==> config.mk <==
export PLATFORM = sky130hd
export DESIGN_NAME = parking_sensor_emulator
export DESIGN_NICKNAME = d
export VERILOG_FILES = /design/src/rtl/parking_sensor_emulator.sv
export SDC_FILE = /design/constraint.sdc
export NUM_CORES = 1
export LEC_CHECK = 0
export ABC_CLOCK_PERIOD_IN_PS = 2700
export CORE_AREA = 2 2 56 58
export DETAILED_ROUTE_END_ITERATION = 16
export DIE_AREA = 0 0 58 60
export GPL_TIMING_DRIVEN = 0
export HOLD_SLACK_MARGIN = 0.15
export PLACE_DENSITY_LB_ADDON = 0.3
export SYNTH_ARGS = -nofsm -noshare
export SYNTH_HDL_FRONTEND = slang
export SYNTH_SLANG_ARGS = --single-unit
export TNS_END_PERCENT = 5
==> constraint.sdc <==
create_clock -name clk -period 2.7 [get_ports clk]
set_clock_uncertainty 0.15 [all_clocks]
set_input_delay 0.81 -clock clk [delete_from_list [all_inputs] [get_ports clk]]
set_output_delay 0.81 -clock clk [all_outputs]
set_load 0.01 [all_outputs]
==> src/rtl/parking_sensor_emulator.sv <==
// parking_sensor_emulator: drives a/b beam-sensor Gray sequences for enter/exit commands and tracks a reference occupancy
module parking_sensor_emulator #(
  parameter int DWELL   = 10,
  parameter int GAP     = 10,
  parameter int MAX_OCC = 15,
  parameter int OCC_W   = 4
) (
  input  logic             clk,
  input  logic             reset,
  input  logic             cmd_valid,
  input  logic             cmd_dir,
  output logic             cmd_ready,
  output logic             a,
  output logic             b,
  output logic             busy,
  output logic             done,
  output logic             cmd_reject,
  output logic [OCC_W-1:0] occupancy
);
  localparam logic [2:0] IDLE = 3'd0;
  localparam logic [2:0] PH1  = 3'd1;
  localparam logic [2:0] PH2  = 3'd2;
  localparam logic [2:0] PH3  = 3'd3;
  localparam logic [2:0] GAPS = 3'd4;
  localparam logic [15:0] dw_ld = 16'(DWELL - 1);
  localparam logic [15:0] gp_ld = 16'(GAP - 1);
  localparam logic [OCC_W-1:0] occ_max = OCC_W'(MAX_OCC);
  logic [2:0] st, st_n;
  logic [15:0] cnt, cnt_n;
  logic dir, dir_n, done_n, rej_n, a_n, b_n, accept, illegal, last;
  logic [OCC_W-1:0] occ_n;
  // next state, dwell reload on every phase entry, and the pattern of the state being entered
  always_comb begin
    accept = cmd_valid && cmd_ready;
    illegal = cmd_dir ? occupancy == '0 : occupancy == occ_max;
    last = cnt == '0;
    st_n = st;
    cnt_n = (st != IDLE && !last) ? cnt - 16'd1 : cnt;
    dir_n = dir;
    done_n = 1'b0;
    occ_n = occupancy;
    rej_n = st == IDLE && accept && illegal;
    case (st)
      IDLE: if (accept && !illegal) begin
        st_n = PH1;
        cnt_n = dw_ld;
        dir_n = cmd_dir;
      end
      PH1: if (last) begin
        st_n = PH2;
        cnt_n = dw_ld;
      end
      PH2: if (last) begin
        st_n = PH3;
        cnt_n = dw_ld;
      end
      PH3: if (last) begin
        st_n = GAPS;
        cnt_n = gp_ld;
      end
      GAPS: if (last) begin
        st_n = IDLE;
        done_n = 1'b1;
        occ_n = dir ? occupancy - OCC_W'(1) : occupancy + OCC_W'(1);
      end
      default: st_n = IDLE;
    endcase
    a_n = (st_n == PH1 && !dir_n) || st_n == PH2 || (st_n == PH3 && dir_n);
    b_n = (st_n == PH1 && dir_n) || st_n == PH2 || (st_n == PH3 && !dir_n);
  end
  // register state and every output; reset abandons any sequence in progress
  always_ff @(posedge clk) begin
    if (reset) begin
      st <= IDLE;
      cnt <= '0;
      dir <= 1'b0;
      a <= 1'b0;
      b <= 1'b0;
      busy <= 1'b0;
      done <= 1'b0;
      cmd_reject <= 1'b0;
      occupancy <= '0;
      cmd_ready <= 1'b1;
    end else begin
      st <= st_n;
      cnt <= cnt_n;
      dir <= dir_n;
      a <= a_n;
      b <= b_n;
      busy <= st_n != IDLE;
      done <= done_n;
      cmd_reject <= rej_n;
      occupancy <= occ_n;
      cmd_ready <= st_n == IDLE;
    end
  end
endmodule
==> results.cfg, run 1 <==
[timing]
hold_viol_final = 0
finalCritPeriodShare_pct = 92.6
hold-worst-slack_ns = 0.368
worst_slack_ns = 0.200
relSlewSlack_pct = 59.2
rsz0062_at_grt = false
setup_violations = 0
max_freq_mhz = 400
worstMarginPinSlew_ns = 0.607
slew_viol_final = 0
period_needed_ns = 2.50

[grt]
antenna_found_initial = 0
gr-usage-all-layers_pct = 20.9
grt_pass1_vias = 1279
grt_max_degree = 11
overflow = 0
grt_pass1_wl_mm = 5.44

[drt]
vias = 1344
dr.pass1.iters = 4
drt-total-wl_mm = 3.21
antenna_left = 0
met1Wirelength_mm = 1.26
dr.max_layer_used = met4
wl_met2_mm = 1.73
drt-wirelength-per-cell_um = 13.9
drt-initial-drc-count = 42
drc_errors = 0
viasPerCell = 5.84
met3_length_um = 169

[clock_tree]
cts_made_buffers = 5
cts_htree_levels = 2
clk_pin_slew_ns = 0.11
clock-sinks = 30
cts-root-buf = clkbuf_4
cts_setup_buffers = 0
clock_latency_ns = 0.34
cts_tree = built
clockBufferDepth = 2

[place]
port_buffers = 13
placed_area_sq_um = 1700
hpwl_mm = 2.41
dp.cells = 222
gp_congestion = 0.814
pre_cts_ws_ns = -0.148

[cells_and_area]
stdcell_count = 230
final_common_cell = dfxtp_1
final_cell_mix = 30 x dfxtp_1, 24 x nor2_1, 13 x clkdlybuf4s50_1
antenna_cells = 0
syn_to_final_growth_pct = 16.6
design_area_sq_um = 1780
fillers = 271
layout-drive-gt1-share_pct = 10.2
nNetsFinal = 204

[synth]
ys_types = 45
ys_ff_latch = 30
syn-num-nets = 184
synth-edff-count = 0
synth_flop_cell = dfxtp_1
synth_top_cell_area_share_pct = 39.3
ys_async_sr_fraction_pct = 0
synth_area_sq_um = 1530
yosys_warnings = 0
yosysTopAreaCell = dfxtp_1
synth.avg_cell_area_sq_um = 8.69
synth_seq_area_share_pct = 39.3
synthTopCellsByArea = dfxtp_1 39%, nor2_1 5.9%, xor2_1 5.7%
netlist_instances = 176

[setup_path]
r2r_slack_ns = 0.26
crit_fanout = 10
path_class = in2reg
crit_required_ns = 2.76
cp-end-kind = flip-flop
worstPathArrival_ns = 2.56
crit_chain = clkdlybuf4s50_1 > mux2_2 > nand3_1 > o211ai_1 > clkbuf_1 > nor2_1
cpPeakStageDelay_ns = 0.46
cp_slowest_cell = clkdlybuf4s50_1
worstSetupStartpointType = input port

[power_and_ir_drop]
p_seq_share_pct = 27.3
leakagePower_uw = 0.000692
clkPwrFrac_pct = 14.6
ir_drop_mv = 0.767
p_sw_share_pct = 45.9
p_switching_uw = 1120
total_power_uw = 2440
intPower_uw = 1320
combPwrFrac_pct = 58.0
power_density_nw_per_um2 = 1370

[floorplan]
rows = 20
start_util_pct = 52.7
die_h_um = 60
coreArea_sq_um = 2900
die-width_um = 58
die_area_sq_um = 3480
ios = 14

[worst_hold_path]
hold_class = reg2reg

[run_status]
status = completed

[run]
cap_viol_max_count = 0
## sequential cells by signal, indices dropped and copies added (netlist names)
| signal | count |
|---|---|
| cnt | 16 |
| occupancy | 4 |
| st | 3 |
| a | 1 |
| b | 1 |
| busy | 1 |
| cmd_ready | 1 |
| cmd_reject | 1 |
| dir | 1 |
| done | 1 |
## cells by family (layout without fill, tap and decap cells)
logic type	count (synthesis)	in the layout	share of synthesized area (%)
simple gates	75	75	27.7
compound gates	32	32	12.6
flops	30	30	39.3
xor+xnor	15	15	8.59
buf+inv	15	36	4.42
mux	5	5	3.68
fa+ha+maj	4	4	3.76
## per-layer routing
metal	track usage, %	vias to the layer above
met2	38.5	33
met5	0	-
met3	4.33	6
met1	22.0	645
li1	-	660
met4	12.3	0
## cell usage after synthesis (5+ instances only)
| cell type | instances |
|---|---|
| xor2_1 | 10 |
| nor2_1 | 24 |
| xnor2_1 | 5 |
| a21oi_1 | 12 |
| clkbuf_1 | 5 |
| o21ai_0 | 8 |
| inv_1 | 8 |
| nand3_1 | 9 |
| dfxtp_1 | 30 |
| nand2_1 | 7 |
| nand4_1 | 5 |
| or3_1 | 5 |
## what timing repair did
action | CTS | global route
hold buffers | 0 | 0
setup endpoints to repair | 0 | 3
gates resized for setup | 0 | 1
## worst paths after layout
check                                        from                 to  cells past startpoint
worst max-delay path                      cmd_dir  cnt[8]$_SDFF_PP0_                      6
worst min-delay path            cnt[1]$_SDFF_PP0_  cnt[1]$_SDFF_PP0_                      2
worst max register to register   st[1]$_SDFF_PP0_  cnt[8]$_SDFF_PP0_                      6
worst min register to register  cnt[1]$_SDFF_PP0_  cnt[1]$_SDFF_PP0_                      2
## critical path, delay by kind of cell
kind,cells,cell delay [ns]
muxes,1,0.26
AOI/OAI and AO/OA,1,0.31
and+or+nand+nor,2,0.32
buffers and inverters,2,0.86
## through the flow
step,setup TNS [ns],util [%]
6_report,0,61.4
5_1_grt,0,61.4
4_1_cts,0,61.3
3_5_place_dp,-1.35,58.6
3_3_place_gp,-0.952,58.6
2_1_floorplan,0,-
## power by group through the flow
stage / clock (uW) / sequential [uW] / combinational, uW
floorplan: 0 / 662 / 1090
global placement: 0 / 668 / 1360
detailed placement: 0 / 674 / 1400
CTS: 363 / 666 / 1410
global route: 379 / 685 / 1570
finish: 356 / 666 / 1410
## cell type report
class / instances / area [sq um] / share of cell area [%]
buffer: 7 / 37.5 / 2.11
clock buffer: 5 / 37.5 / 2.11
clock inverter: 3 / 40.0 / 2.25
inverter: 8 / 30.0 / 1.68
multi-input combinational: 131 / 866 / 48.6
sequential: 30 / 601 / 33.7
tap: 33 / 41.3 / 2.32
timing repair buffer: 13 / 130 / 7.30
No activity file was read; power rests on OpenSTA's default activity.
==> run 2, diff against run 1 <==
CORE_AREA = 2 2 54 56   (was 2 2 56 58)
CTS_BUF_LIST = sky130_fd_sc_hd__clkbuf_4   (was unset)
DIE_AREA = 0 0 56 58   (was 0 0 58 60)
==> run 2 against run 1 <==
Worst hold slack got worse by 0.0012 ns. Worst setup slack barely moved. Highest routed layer unchanged. Final cell count shrank 0.87%. Global-route usage fell by 0.53 points. Sequential power barely moved. Clock power fell by 28%.
==> results.cfg, run 2 (same netlist as run 1, synthesis figures left out) <==
[cells_and_area]
design_area_sq_um = 1750
final_common_cell = dfxtp_1
top_regs = cnt x16, occupancy x4, st x3
final_cell_mix = 30 x dfxtp_1, 24 x nor2_1, 13 x clkdlybuf4s50_1
syn_to_final_growth_pct = 14.6
top_register = cnt
largest_reg_flops = 16
layout-drive-gt1-share_pct = 9.14
stdcell_count = 228
nNetsFinal = 204
finish.utilization_pct = 65.8
antenna_cells = 0

[clock_tree]
cts_tree = built
cts_hold_buffers = 0
cts_htree_levels = 2
clockBufferDepth = 2
cts_setup_buffers = 0
cts-root-buf = clkbuf_4
ctsResizeCount = 0
clk_pin_slew_ns = 0.10
clock-sinks = 30
clock_latency_ns = 0.33
cts_made_buffers = 5

[drt]
viasPerCell = 5.75
dr.max_layer_used = met4
drt-total-wl_mm = 3.15
wl_met2_mm = 1.52
antenna_left = 0
vias = 1312
drt-wirelength-per-cell_um = 13.8
drt-initial-drc-count = 42
met3_length_um = 157
dr.pass1.iters = 4
met1Wirelength_mm = 1.43
drc_errors = 0

[grt]
overflow = 0
gr-usage-all-layers_pct = 20.4
antenna_found_initial = 0
grt_max_degree = 11
grt_pass1_wl_mm = 5.16
grt_pass1_vias = 1200

[setup_path]
crit_chain = clkbuf_1 > nor3_2 > nand3_1 > o211ai_1 > clkbuf_1 > nor2_1
cp_top_family = simple AND/OR/NAND/NOR gates
cpPeakStageDelay_ns = 0.55
path_class = reg2reg
worstPathArrival_ns = 2.55
r2r_end = cnt[4]$_SDFF_PP0_
crit_fanout = 10
cp-end-kind = flip-flop
worstSetupStartpointType = flip-flop
rr_worst_depth = 6
reg2reg_from = st[1]$_SDFF_PP0_
timing.critical_path.buf_inv = 2
crit_required_ns = 2.75
crit_top_cell = clkbuf_1
cp_slowest_cell = nor3_2
r2r_slack_ns = 0.20

[floorplan]
die-width_um = 56
coreArea_sq_um = 2660
die_h_um = 58
die_area_sq_um = 3250
rows = 19
ios = 14
start_util_pct = 57.4

[run]
cap_viol_max_count = 0

[power_and_ir_drop]
ir_drop_mv = 1.34
total_power_uw = 2330
power_density_nw_per_um2 = 1330
leakagePower_uw = 0.000678

[timing]
setup_violations = 0
worstMarginPinSlew_ns = 0.619
hold_viol_final = 0
max_freq_mhz = 400
rsz0062_at_grt = false
relSlewSlack_pct = 58.4
slew_viol_final = 0
finalCritPeriodShare_pct = 92.6
period_needed_ns = 2.50

[place]
port_buffers = 13
dp.cells = 220
hpwl_mm = 2.31
placed_area_sq_um = 1700
gp_congestion = 0.769

[worst_hold_path]
hold_end = occupancy[3]$_SDFFE_PP0P_
hold_class = reg2reg
hold_path_startpoint = occupancy[3]$_SDFFE_PP0P_
hold_depth = 2

[run_status]
status = completed
[run 2: through the flow]
| step | hold slack (ns) | worst slack [ns] | TNS, ns |
|---|---|---|---|
| after floorplan | 0.329 | 0.581 | 0 |
| after global placement | 0.353 | -0.102 | -0.964 |
| after detailed placement | 0.354 | -0.116 | -1.09 |
| after CTS | 0.372 | 0.231 | 0 |
| after global routing | 0.386 | 0.0626 | 0 |
| final | 0.367 | 0.200 | 0 |
[run 2: routing by layer]
metal  vias up  global-route usage (%)
met3         8                    7.81
met4         0                    6.46
li1        664                       -
met1       610                    23.9
met2        30                    34.8
met5         -                       0
[run 2: worst max-delay path by stage]
stage | start | to | slack, ns | cells after the start
after floorplan | cnt[0]$_SDFF_PP0_ | b$_SDFF_PP0_ | 0.58 | 8
after global placement | cmd_dir | cnt[6]$_SDFF_PP0_ | -0.10 | 6
after detailed placement | cmd_dir | cnt[7]$_SDFF_PP0_ | -0.12 | 6
after CTS | cmd_dir | cnt[4]$_SDFF_PP0_ | 0.23 | 6
after global routing | st[1]$_SDFF_PP0_ | cnt[4]$_SDFF_PP0_ | 0.06 | 6
final | st[1]$_SDFF_PP0_ | cnt[4]$_SDFF_PP0_ | 0.20 | 6
[run 2: worst register-to-register path: cells and delay by family (launching register included)]
family	cells	cell delay, ns
AOI/OAI and AO/OA	1	0.31
DFF	1	0.31
and+or+nand+nor	3	1.01
buffers and inverters	2	0.58
[run 2: cell type report]
class,count,area (sq um)
plain buffers,7,37.5
clock buffers,6,45.0
clock inverters,2,8.76
fillers,227,911
inverters,8,30.0
multi-input cells,131,861
flip-flops and latches,30,601
well taps,31,38.8
repair buffers,13,130
[run 2: where the power goes]
group	internal, uW	leakage [uW]	switching, uW	total [uW]
logic	559	0.000401	847	1410
clock network	108	0.0000331	150	258
registers	562	0.000244	106	668
==> run 3, diff against run 2 <==
PLACE_DENSITY = 0.82   (was unset)
PLACE_DENSITY_LB_ADDON = unset   (was 0.3)
==> run 3 against run 2 <==
Final cell count stayed put. Wire length rose by 3.6%. Critical path depth did not move. Clock-buffer cell count decreased by 1. Clock power increased by 2%. Sequential cell count unchanged. Register-to-register slack improved by 0.11 ns. Largest cell class unchanged.
==> results.cfg, run 3 (same netlist as run 1, synthesis figures left out) <==
[run_status]
status = completed

[floorplan]
coreArea_sq_um = 2660
rows = 19
ios = 14
die_h_um = 58
die-width_um = 56
die_area_sq_um = 3250
start_util_pct = 57.4

[cells_and_area]
largest_reg_flops = 16
nNetsFinal = 204
final_common_cell = dfxtp_1
top_regs = cnt x16, occupancy x4, st x3
antenna_cells = 0
syn_to_final_growth_pct = 14.9
layout-drive-gt1-share_pct = 9.64
finish.utilization_pct = 66.0
top_register = cnt
final_cell_mix = 30 x dfxtp_1, 24 x nor2_1, 13 x clkdlybuf4s50_1

[drt]
drt-initial-drc-count = 35
drt-wirelength-per-cell_um = 14.3
vias = 1332
drc_errors = 0
viasPerCell = 5.84
drt-total-wl_mm = 3.26
dr.pass1.iters = 4
antenna_left = 0

[worst_hold_path]
hold_depth = 2
hold_class = reg2reg

[clock_tree]
cts_tree = built
cts-root-buf = clkbuf_4
clock-sinks = 30
clk_pin_slew_ns = 0.11
cts_htree_levels = 2
cts_made_buffers = 5
clockBufferDepth = 2
clock_latency_ns = 0.35
cts_setup_buffers = 0
cts_hold_buffers = 0

[timing]
slew_viol_final = 0
worstMarginPinSlew_ns = 0.591
hold-worst-slack_ns = 0.381
finalCritPeriodShare_pct = 90.5
rsz0062_at_grt = false
worst_slack_ns = 0.258
max_freq_mhz = 409
relSlewSlack_pct = 60.3
tns_ns = 0
period_needed_ns = 2.44
setup_violations = 0
hold_viol_final = 0

[power_and_ir_drop]
total_power_uw = 2350
power_density_nw_per_um2 = 1340
p_sw_share_pct = 48.0
p_seq_share_pct = 28.5
p_switching_uw = 1130
combPwrFrac_pct = 60.3
clkPwrFrac_pct = 11.2
ir_drop_mv = 1.15
leakagePower_uw = 0.000676
intPower_uw = 1220

[grt]
gr-usage-all-layers_pct = 23.7
grt_max_degree = 11
overflow = 0
antenna_found_initial = 0
grt_pass1_vias = 1372
grt_pass1_wl_mm = 5.93

[setup_path]
path_class = in2reg
path_depth = 6
rr_worst_depth = 6
cp-end-kind = flip-flop
cp_top_family = buffers and inverters
worstPathArrival_ns = 2.52
cpPeakStageDelay_ns = 0.46
crit_chain = clkdlybuf4s50_1 > mux2_2 > nand3_1 > o211ai_1 > clkbuf_1 > nor2_1
crit_fanout = 10
crit_required_ns = 2.77
timing.critical_path.buf_inv = 2
worstSetupStartpointType = input port
cp_slowest_cell = clkdlybuf4s50_1

[place]
port_buffers = 13
gp_congestion = 0.894
hpwl_mm = 2.43
pre_cts_ws_ns = -0.132

[run]
cap_viol_max_count = 0
## run 3: final timing paths
check,end,from,slack (ns)
min reg2reg,cnt[5]$_SDFF_PP0_,cnt[5]$_SDFF_PP0_,0.38
max,cnt[8]$_SDFF_PP0_,cmd_dir,0.26
min,cnt[5]$_SDFF_PP0_,cnt[5]$_SDFF_PP0_,0.38
max reg2reg,cnt[8]$_SDFF_PP0_,st[1]$_SDFF_PP0_,0.31
## run 3: stage by stage
| step | instance area, sq um | instances |
|---|---|---|
| CTS | 1750 | 228 |
| global route | 1760 | 228 |
| finish | 1760 | 228 |
| detailed placement | 1700 | 220 |
| global placement | 1700 | 220 |
| floorplan | 1530 | 176 |
## run 3: power groups by stage
stage                     logic (uW)  clock network [uW]  registers, uW
after CTS                       1420                 271            667
after global placement          1360                   0            667
final                           1420                 263            669
after global routing            1600                 282            686
after detailed placement        1410                   0            677
after floorplan                 1090                   0            662
## run 3: final cells by class
class | instances | area, sq um
clock inverter | 3 | 16.3
multi-input combinational | 131 | 866
fill | 211 | 906
timing repair buffer | 13 | 130
sequential | 30 | 601
tap | 31 | 38.8
clock buffer | 5 | 37.5
buffer | 7 | 37.5
inverter | 8 | 30.0
## run 3: per-layer routing
metal,routed length [um],GRT usage (%)
met4,67,12.2
met5,0,0
met3,172,6.47
met1,1280,25.8
met2,1750,42.4
## run 3: what timing repair did
| action | in CTS | in global routing |
|---|---|---|
| endpoints found under the hold margin | 0 | 0 |
| endpoints found under the setup margin | 0 | 7 |
| resized for setup | 0 | 1 |
## run 3: tightest hold or removal path, cell delays in order (launching register included)
cell and delay [ns]:
dfxtp_1 0.36, o41ai_1 0.07, a21oi_1 0.06
